==> config.mk <==
export PLATFORM = sky130hd
export DESIGN_NAME = vga_scanout_flat
export DESIGN_NICKNAME = d
export VERILOG_FILES = /design/src/rtl/vga_scanout_if.sv /design/src/rtl/vga_scanout.sv /design/src/flat_wrapper.sv
export SDC_FILE = /design/constraint.sdc
export NUM_CORES = 1
export LEC_CHECK = 0
export BUFFER_PORTS_ARGS = -buffer_cell sky130_fd_sc_hd__buf_2
export CAP_MARGIN = 20
export CORE_MARGIN = 3
export CORE_UTILIZATION = 35
export CTS_CLUSTER_SIZE = 25
export DETAILED_ROUTE_END_ITERATION = 7
export PLACE_DENSITY = 0.57
export SYNTH_ARGS = -nofsm -noshare
export SYNTH_HDL_FRONTEND = slang
export SYNTH_SLANG_ARGS = --single-unit
==> constraint.sdc <==
create_clock -name clk -period 4.9 [get_ports clk]
set_clock_uncertainty 0.05 [all_clocks]
set_input_delay 0.735 -clock clk [delete_from_list [all_inputs] [get_ports clk]]
set_output_delay 0.735 -clock clk [all_outputs]
set_load 0.005 [all_outputs]
==> src/rtl/vga_scanout_if.sv <==
// Synchronous frame-buffer read port between the scanout engine and the video buffer.
// The scanout side drives the address; the buffer returns data one clock later.
interface vga_scanout_if;
  logic [18:0] read_addr;
  logic [11:0] read_data;

  modport master (
    output read_addr,
    input  read_data
  );

  modport slave (
    input  read_addr,
    output read_data
  );
endinterface

==> src/rtl/vga_scanout.sv <==
// VGA raster generator and frame-buffer scanout: pixel-enable divider, h/v counters,
// registered read address and a pixel-rate output stage with colour and syncs aligned.
module vga_scanout #(
  parameter int unsigned CLK_DIV   = 4,
  parameter int unsigned H_DISPLAY = 640,
  parameter int unsigned H_FRONT   = 16,
  parameter int unsigned H_SYNC    = 96,
  parameter int unsigned H_BACK    = 48,
  parameter int unsigned V_DISPLAY = 480,
  parameter int unsigned V_FRONT   = 10,
  parameter int unsigned V_SYNC    = 2,
  parameter int unsigned V_BACK    = 33
) (
  input  logic                 clk,
  input  logic                 reset,
  vga_scanout_if.master        fb,
  output logic                 hsync,
  output logic                 vsync,
  output logic [11:0]          rgb,
  output logic                 video_on,
  output logic                 frame_start,
  output logic                 p_tick
);

  localparam int unsigned H_TOTAL  = H_DISPLAY + H_FRONT + H_SYNC + H_BACK;
  localparam int unsigned V_TOTAL  = V_DISPLAY + V_FRONT + V_SYNC + V_BACK;
  localparam int unsigned DW       = (CLK_DIV > 1) ? $clog2(CLK_DIV) : 1;
  localparam int unsigned HW       = $clog2(H_TOTAL);
  localparam int unsigned VW       = $clog2(V_TOTAL);
  localparam int unsigned HS_START = H_DISPLAY + H_FRONT;
  localparam int unsigned HS_END   = HS_START + H_SYNC;
  localparam int unsigned VS_START = V_DISPLAY + V_FRONT;
  localparam int unsigned VS_END   = VS_START + V_SYNC;

  logic [DW-1:0] d_q, d_d;
  logic [HW-1:0] h_q, h_d;
  logic [VW-1:0] v_q, v_d;
  logic [18:0]   addr_q, addr_d;
  logic [11:0]   rgb_q, rgb_d;
  logic          hsync_q, hsync_d;
  logic          vsync_q, vsync_d;
  logic          video_on_q, video_on_d;
  logic          frame_start_q, frame_start_d;

  logic [31:0]   h_ext, v_ext;
  logic          vis, in_hsync, in_vsync, at_origin;
  logic [18:0]   pix_addr;

  assign p_tick = (d_q == DW'(CLK_DIV - 1));

  // Compare in 32 bits so sync windows ending exactly at the total cannot alias.
  assign h_ext     = 32'(h_q);
  assign v_ext     = 32'(v_q);
  assign vis       = (h_ext < H_DISPLAY) && (v_ext < V_DISPLAY);
  assign in_hsync  = (h_ext >= HS_START) && (h_ext < HS_END);
  assign in_vsync  = (v_ext >= VS_START) && (v_ext < VS_END);
  assign at_origin = (h_q == '0) && (v_q == '0);

  // Constant multiply; for a 640-wide raster this reduces to (v<<9)+(v<<7).
  assign pix_addr = 19'(v_q) * 19'(H_DISPLAY) + 19'(h_q);

  always_comb begin
    d_d = p_tick ? '0 : d_q + 1'b1;
    h_d = h_q;
    v_d = v_q;
    if (p_tick) begin
      if (h_q == HW'(H_TOTAL - 1)) begin
        h_d = '0;
        v_d = (v_q == VW'(V_TOTAL - 1)) ? '0 : v_q + 1'b1;
      end else begin
        h_d = h_q + 1'b1;
      end
    end
  end

  always_comb begin
    addr_d = vis ? pix_addr : '0;
  end

  // Output stage samples the counters one pixel period after they moved, by which time
  // the read issued for that pixel has returned.
  always_comb begin
    rgb_d         = rgb_q;
    hsync_d       = hsync_q;
    vsync_d       = vsync_q;
    video_on_d    = video_on_q;
    frame_start_d = 1'b0;
    if (p_tick) begin
      rgb_d         = vis ? fb.read_data : 12'h000;
      hsync_d       = !in_hsync;
      vsync_d       = !in_vsync;
      video_on_d    = vis;
      frame_start_d = at_origin;
    end
  end

  always_ff @(posedge clk or posedge reset) begin
    if (reset) begin
      d_q           <= '0;
      h_q           <= '0;
      v_q           <= '0;
      addr_q        <= '0;
      rgb_q         <= '0;
      hsync_q       <= 1'b1;
      vsync_q       <= 1'b1;
      video_on_q    <= 1'b0;
      frame_start_q <= 1'b0;
    end else begin
      d_q           <= d_d;
      h_q           <= h_d;
      v_q           <= v_d;
      addr_q        <= addr_d;
      rgb_q         <= rgb_d;
      hsync_q       <= hsync_d;
      vsync_q       <= vsync_d;
      video_on_q    <= video_on_d;
      frame_start_q <= frame_start_d;
    end
  end

  assign fb.read_addr = addr_q;
  assign rgb          = rgb_q;
  assign hsync        = hsync_q;
  assign vsync        = vsync_q;
  assign video_on     = video_on_q;
  assign frame_start  = frame_start_q;

endmodule
==> src/flat_wrapper.sv <==
// flat-port wrapper written by rule: the top's interface ports become plain ports
module vga_scanout_flat 
#(
  parameter int unsigned CLK_DIV   = 4,
  parameter int unsigned H_DISPLAY = 640,
  parameter int unsigned H_FRONT   = 16,
  parameter int unsigned H_SYNC    = 96,
  parameter int unsigned H_BACK    = 48,
  parameter int unsigned V_DISPLAY = 480,
  parameter int unsigned V_FRONT   = 10,
  parameter int unsigned V_SYNC    = 2,
  parameter int unsigned V_BACK    = 33
)
  (clk, reset, hsync, vsync, rgb, video_on, frame_start, p_tick, fb_read_addr, fb_read_data);
  vga_scanout_if fb_i ();
  input  logic clk;
  input  logic reset;
  output logic hsync;
  output logic vsync;
  output logic [11:0] rgb;
  output logic video_on;
  output logic frame_start;
  output logic p_tick;
  output wire logic [$bits(fb_i.read_addr)-1:0] fb_read_addr;
  input wire logic [$bits(fb_i.read_data)-1:0] fb_read_data;
  assign fb_read_addr = fb_i.read_addr;
  assign fb_i.read_data = fb_read_data;
  vga_scanout #(.CLK_DIV(CLK_DIV), .H_DISPLAY(H_DISPLAY), .H_FRONT(H_FRONT), .H_SYNC(H_SYNC), .H_BACK(H_BACK), .V_DISPLAY(V_DISPLAY), .V_FRONT(V_FRONT), .V_SYNC(V_SYNC), .V_BACK(V_BACK)) u_core (.clk(clk), .reset(reset), .fb(fb_i), .hsync(hsync), .vsync(vsync), .rgb(rgb), .video_on(video_on), .frame_start(frame_start), .p_tick(p_tick));
endmodule
# == Word level (Yosys, flattened, before mapping) ==
# Cells that the tools add are included.
# word_totals
regBits,57
input_bits,14
out_inout_bits,36
# op_classes
n_addsub,4
multipliers,1
magnitude_cmp,6
eq_ne,3
n_mux,6
n_reduce_logical,9
# op_table
cell,count
$add A10 B1 Y10 const B,2
$eq A10 B10 Y1 const B,2
$logic_not A10 Y1,2
$lt A10 B10 Y1 const B,2
$lt A10 B9 Y1 const B,2
$mux W10,2
$add A19 B10 Y19,1
$mux W19,1
$mul A10 B3 Y12 const B,1
$mux W12,1
$ge A10 B10 Y1 const B,1
$ge A10 B9 Y1 const B,1
$logic_and A1 B1 Y1,4
$add A2 B1 Y2 const B,1
$eq A2 B2 Y1 const B,1
$logic_not A1 Y1,2
$mux W2,1
$reduce_and A2 Y1,1
$mux W1,1

# == Depth between registers and ports, before layout ==
# Gate-level depths: netlist of the first run.
# logic_depth
depth_word,3
depth_mapped,9

# == Worst setup path after synthesis of the first run ==
# Ideal clock, no wire load.
# synth_path
path_type,register to register
start,register u_core.v_q[1]
end,"register u_core.addr_q[17], in the netlist u_core.fb.read_addr[17]"
setup_ns,0.123
arrival_ns,2.911
t_required_ns,4.727
path_slack_ns,1.816
path_stages_with_launch,10
n_path_buf,0
path_cell_list,dfrtp_1 > ha_1 > ha_1 > fa_1 > a211oi_1 > o21bai_1 > a21oi_1 > xor2_1 > or4_2 > nor3b_1
# synth_between
elab_chain_cells,3
elab_cells_between_ends,5
cone_classes,1 x add/sub; 1 x mul; 1 x order compare; 1 x mux; 1 x reduce/logical
# synth_rtl
element,line_no,source
"start, declared",vga_scanout.sv:37,"logic [VW-1:0] v_q, v_d;"
"start signal, assigned",vga_scanout.sv:111,v_q <= v_d;
$mul A10 B3 Y12 / $lt A10 B9 Y1 (equally long branches),"vga_scanout.sv:60, vga_scanout.sv:54",
$add A19 B10 Y19 / $logic_and A1 B1 Y1 (equally long branches),"vga_scanout.sv:60, vga_scanout.sv:54",
$mux W19 (*),vga_scanout.sv:77,addr_d = vis ? pix_addr : '0;
named net u_core.addr_d[17],vga_scanout.sv:38,"logic [18:0] addr_q, addr_d;"
"end signal, assigned",vga_scanout.sv:112,addr_q <= addr_d;
"end, declared",vga_scanout.sv:38,
# Mark *: on every way through the listed nets, which the timed path passes. The rest lies on a longest branch.
# A chain may end at the register's enable or synchronous reset.

# == Final worst setup path of the first run ==
# layout_path
start,register u_core.v_q[3]
end,"register u_core.addr_q[17], in the netlist u_core.fb.read_addr[17]"
# Same word-level chain as after synthesis.

==> flow_metrics.tcl, run 1 <==
set metrics [dict create \
    powerDensity_nw_per_um2 262 \
    grt_pass1_wl_um 10500 \
    io-pin-count 50 \
    slowest_stage "or4_2" \
    final_layout_size_suffix_gt1_frac 0.212 \
    async_flop_share 1.00 \
    antenna_found_initial 0 \
    place_area_um2 3370 \
    place_inst 452 \
    vias_per_cell 4.92 \
    cp_top_family "adder cells" \
    dp_slack_ns 1.56 \
    htreeDepth 3 \
    avgSynthCellArea_um2 9.87 \
    critPathCaptureType "register" \
    drtAntennaViolNets 0 \
    setup_ws_ns 1.57 \
    crit_fanout 10 \
    fin_crit_ns 3.33 \
    netlist.area_leader.share 0.455 \
    first_pass_iters 4 \
    max_slew_margin 0.507 \
    fin_crit_sh 0.680 \
    clock-sinks 57 \
    mostFrequentLayoutCells "55 x dfrtp_1, 49 x buf_2, 29 x o21ai_0" \
    place_hpwl_um 4240 \
    layout_commonest_cell "dfrtp_1" \
    leakage_nw 1.76 \
    drc 0 \
    netlist_top_cells_area "dfrtp_1 46%, ha_1 9.9%, o21ai_0 4.8%" \
    area_growth_pct 18.1 \
    cts_resized 0 \
    yosys.area.top_type "dfrtp_1" \
    cp_common_cell "ha_1" \
    antenna_cells 0 \
    start_kind "register" \
    slowest_delay_ns 0.67 \
    ys_seq_area_frac 0.473 \
    worstPathCellList "ha_1, ha_1, fa_1, a211oi_1, o21bai_1, a21oi_1, xor2_1, or4_2, nor3b_1" \
    synth_cell_types 47 \
    wire_per_inst_um 12.9 \
    via_count 2301 \
    hold_violations 0 \
    fp.dieArea_um2 9780 \
    setup_viol 0 \
    ff2ff_setup_slack_ns 1.57 \
    grt_setup_unrepaired "false" \
    path_clk_slew_ns 0.07 \
    synth-edff-count 0 \
    synthCells 306 \
    cts_tree "done" \
    routed_wl_um 6040 \
    synth_ff_type "dfrtp_1" \
    ys.warnings.count 0 \
    clk_latency_ns 0.33 \
    hold_buffers 0 \
    portBuffers 49 \
    cts_root_buffer "clkbuf_8" \
    fin_nets 398 \
    required_ns 5.03 \
    netlist_area_um2 3020 \
    cts-buffers-inserted 9 \
    synth_seq_cells 57 \
    worstSetupPathType "reg2reg" \
    start_util 0.364 \
    crit_arrival_ns 3.47 \
    grt_start_max_net_pins 58 \
    drv_cap 0 \
    p_total_mw 0.933 \
    status "finished, final reports clean" \
    layout.cells.non_filler 468 \
    tightestPinTransition_ns 0.739 \
    die_y_um 98.9 \
    post_cts_buffers 0 \
    clk_path_buf_depth 2 \
    synth_nets 346 \
    worstHoldPathType "reg2reg" \
    critPathBufInv 0 \
    gp_congestion 0.866 \
    max_freq_ghz 0.300 \
    grt_overflow 0 \
    die_x_um 98.9 \
    stdcell_area_um2 3570 \
    ir_drop_uv 101 \
    fin_tns_setup_ns 0 \
    grt_pass1_vias 2227 \
    drtIter0Drc 94 \
    maxSlewViolCount 0 \
    grt_usage 0.132 \
    rows 33 \
    core_um2 8300 \
]
[registers in the layout (all words and copies together), names as in the netlist]
name,cells
u_core.d_q,2
u_core.vsync,1
u_core.frame_start,1
u_core.v_q,10
u_core.rgb,12
u_core.video_on,1
u_core.fb.read_addr,19
u_core.h_q,10
u_core.hsync,1
[Yosys cell counts (2+ instances only)]
cell,n
a211oi_1,3
a21o_1,3
a21oi_1,12
and2_1,7
and3_1,4
buf_1,2
clkbuf_1,6
dfrtp_1,55
dfstp_2,2
fa_1,2
ha_1,24
inv_1,20
nand2_1,19
nand2b_1,2
nand3_1,26
nand4_1,2
nor2_1,25
nor2b_1,4
nor3_1,8
o21ai_0,29
o22ai_1,2
o31ai_1,3
xnor2_1,16
xor2_1,7
[kinds of logic (layout without fill, tap and decap cells)]
family                   after synthesis  in the layout  share of synthesized area
AND/OR/NAND/NOR                      109            109                      0.186
AO/OA/AOI/OAI                         60             60                      0.119
flip-flops                            57             57                      0.473
buffers and inverters                 30             87                     0.0389
adder cells (fa/ha/maj)               26             26                      0.113
XOR/XNOR                              23             23                     0.0667
multiplexers                           1              1                    0.00373
[power by group]
group          switching, mW  leakage [nW]  total, mW  internal, mW
clock                  0.185        0.0953      0.432         0.247
combinational         0.0146         0.930     0.0237       0.00908
sequential           0.00220         0.732      0.478         0.476
total                  0.202          1.76      0.933         0.732
[through the flow]
step,hold slack (ns),util
after floorplan,0.353,-
after detailed placement,0.379,0.406
after global placement,0.365,0.406
after CTS,0.389,0.430
final,0.389,0.430
after global routing,0.409,0.430
[final cells by class]
type                    instances  area [um^2]
clock inverters                 5         55.1
repair buffers                 51          260
clock buffers                  11          141
inverters                      20         75.1
flip-flops and latches         57         1430
well taps                     105          131
fillers                       803         4730
multi-input cells             219         1480
[layer usage]
metal,up-vias,wire length (um),GRT usage
met5,-,0,0
met4,0,123,0.0546
met3,14,317,0.0382
met2,53,2680,0.205
met1,1072,2920,0.174
li1,1162,-,-
[worst paths after layout]
| check | startpoint | cells after the start | end |
|---|---|---|---|
| max reg2reg | u_core.v_q[3] | 9 | u_core.fb.read_addr[17] |
| min reg2reg | u_core.d_q[0] | 1 | u_core.d_q[0] |
| max in group asynchronous | reset | 3 | u_core.v_q[7] |
| min | u_core.d_q[0] | 1 | u_core.d_q[0] |
| min in group asynchronous | reset | 3 | u_core.fb.read_addr[12] |
| max | u_core.v_q[3] | 9 | u_core.fb.read_addr[17] |
[worst reg2reg max path, delay by kind of cell (launching register included)]
family | cells | cell delay [ns]
flops | 1 | 0.52
compound gates | 3 | 0.67
simple gates | 2 | 0.83
xor+xnor | 1 | 0.17
fa+ha+maj | 3 | 0.95
(Power assumes the default switching activity.)
==> inputs of run 2 (changes only) <==
==> constraint.sdc (replaced) <==
create_clock -name clk -period 3.4 [get_ports clk]
set_clock_uncertainty 0.05 [all_clocks]
set_input_delay 0.51 -clock clk [delete_from_list [all_inputs] [get_ports clk]]
set_output_delay 0.51 -clock clk [all_outputs]
set_load 0.005 [all_outputs]
==> flow_metrics.tcl, run 2 (same netlist as run 1, synthesis figures left out) <==
set metrics [dict create \
    fillers 822 \
    slowest_delay_ns 0.69 \
    die_y_um 98.9 \
    clock-sinks 57 \
    antenna_cells 0 \
    wl_met3_um 314 \
    path_clk_slew_ns 0.07 \
    io-pin-count 50 \
    max_slew_margin 0.505 \
    crit_arrival_ns 3.33 \
    tightestPinTransition_ns 0.742 \
    fin_crit_sh 0.942 \
    place_inst 456 \
    leakage_nw 1.80 \
    first_pass_iters 4 \
    start_kind "register" \
    required_ns 3.53 \
    start_util 0.364 \
    core_um2 8300 \
    max_freq_ghz 0.312 \
    worstHoldPathType "in2async" \
    drc 0 \
    post_cts_buffers 0 \
    status "finished, final reports clean" \
    vias_per_cell 4.88 \
    cp_top_family "adder cells" \
    wl_met2_um 2720 \
    powerDensity_nw_per_um2 392 \
    setup_ws_ns 0.197 \
    worstSetupPathType "reg2reg" \
    cp_common_cell "ha_1" \
    rows 33 \
    m1WireLength_um 3060 \
    via_count 2305 \
    htreeDepth 3 \
    wire_per_inst_um 13.1 \
    portBuffers 49 \
    layout_commonest_cell "dfrtp_1" \
    cts_tree "done" \
    cts-buffers-inserted 9 \
    clk_latency_ns 0.33 \
    final_layout_size_suffix_gt1_frac 0.223 \
    die_x_um 98.9 \
    p_total_mw 1.42 \
    critPathCaptureType "register" \
    grt_pass1_vias 2155 \
    fin_crit_ns 3.20 \
    grt_start_max_net_pins 37 \
    top_layer_used "met4" \
    area_growth_pct 20.0 \
    worstPathCellList "ha_1, ha_1, fa_1, a211oi_2, o21bai_1, a21oi_1, xor2_1, or4_2, nor3b_1" \
    critPathBufInv 0 \
    clk_path_buf_depth 2 \
    routed_wl_um 6180 \
    drtAntennaViolNets 0 \
    crit_fanout 9 \
    regArea_um2 1430 \
    dp_slack_ns 0.171 \
    place_hpwl_um 4430 \
    fp.dieArea_um2 9780 \
    cts_root_buffer "clkbuf_8" \
    fin_tns_setup_ns 0 \
    largest_reg_flops 19 \
    gp_congestion 0.860 \
    setup_viol 0 \
    multi_input_area_um2 1480 \
    grt_pass1_wl_um 10400 \
    ir_drop_uv 143 \
    grt_usage 0.131 \
    mostFrequentLayoutCells "55 x dfrtp_1, 49 x buf_2, 29 x o21ai_0" \
    maxSlewViolCount 0 \
    hold_violations 0 \
    layout.cells.non_filler 472 \
    antenna_found_initial 0 \
    fin_nets 402 \
    drv_cap 0 \
    final_core_util 0.437 \
    slowest_stage "or4_2" \
    hold_buffers 0 \
    grt_overflow 0 \
    drtIter0Drc 109 \
]
[run 2: cell types whose count changed in the layout (fill, tap and decap cells not counted), sizes merged]
cell and delta:
buf +4, clkinvlp -2, bufinv +1, clkinv +1
[run 2: through the flow]
stage / hold WS, ns / area (um^2)
floorplan: 0.353 / 3020
global placement: 0.365 / 3400
detailed placement: 0.379 / 3400
CTS: 0.168 / 3620
global route: 0.202 / 3630
finish: 0.159 / 3630
[run 2: where the power goes]
| part | internal (mW) | leakage [nW] | switching (mW) |
|---|---|---|---|
| registers | 0.686 | 0.732 | 0.00319 |
| clock network | 0.431 | 0.113 | 0.265 |
| logic | 0.0131 | 0.952 | 0.0215 |
| total | 1.13 | 1.80 | 0.290 |
[run 2: routing by layer]
| metal | track usage | vias up |
|---|---|---|
| met3 | 0.0297 | 8 |
| met4 | 0.0504 | 0 |
| met5 | 0 | - |
| met1 | 0.189 | 1072 |
| met2 | 0.191 | 53 |
| li1 | - | 1172 |
[run 2: layout make-up]
cell class	instances	area share
Clock buffer	11	0.0390
Clock inverter	5	0.0217
Inverter	20	0.0207
Multi-Input combinational cell	219	0.408
Sequential cell	57	0.394
Tap cell	105	0.0362
Timing Repair Buffer	55	0.0801
[run 2: repair_timing]
item                                    4_1_cts  5_1_grt
endpoints found under the setup margin        0        1
resized for setup                             0        1
endpoints found under the hold margin         0        0
[run 2: final timing paths]
path                                 start                       to  slack [ns]  depth (start not counted)
setup / recovery             u_core.v_q[2]  u_core.fb.read_addr[17]        0.20                          9
hold / removal                       reset            u_core.v_q[0]        0.16                          2
setup reg to reg             u_core.v_q[2]  u_core.fb.read_addr[17]        0.20                          9
hold reg to reg              u_core.d_q[0]            u_core.d_q[0]        0.38                          1
max in group asynchronous            reset             u_core.hsync        2.29                          3
min in group clk           fb_read_data[8]            u_core.rgb[8]        0.35                          3
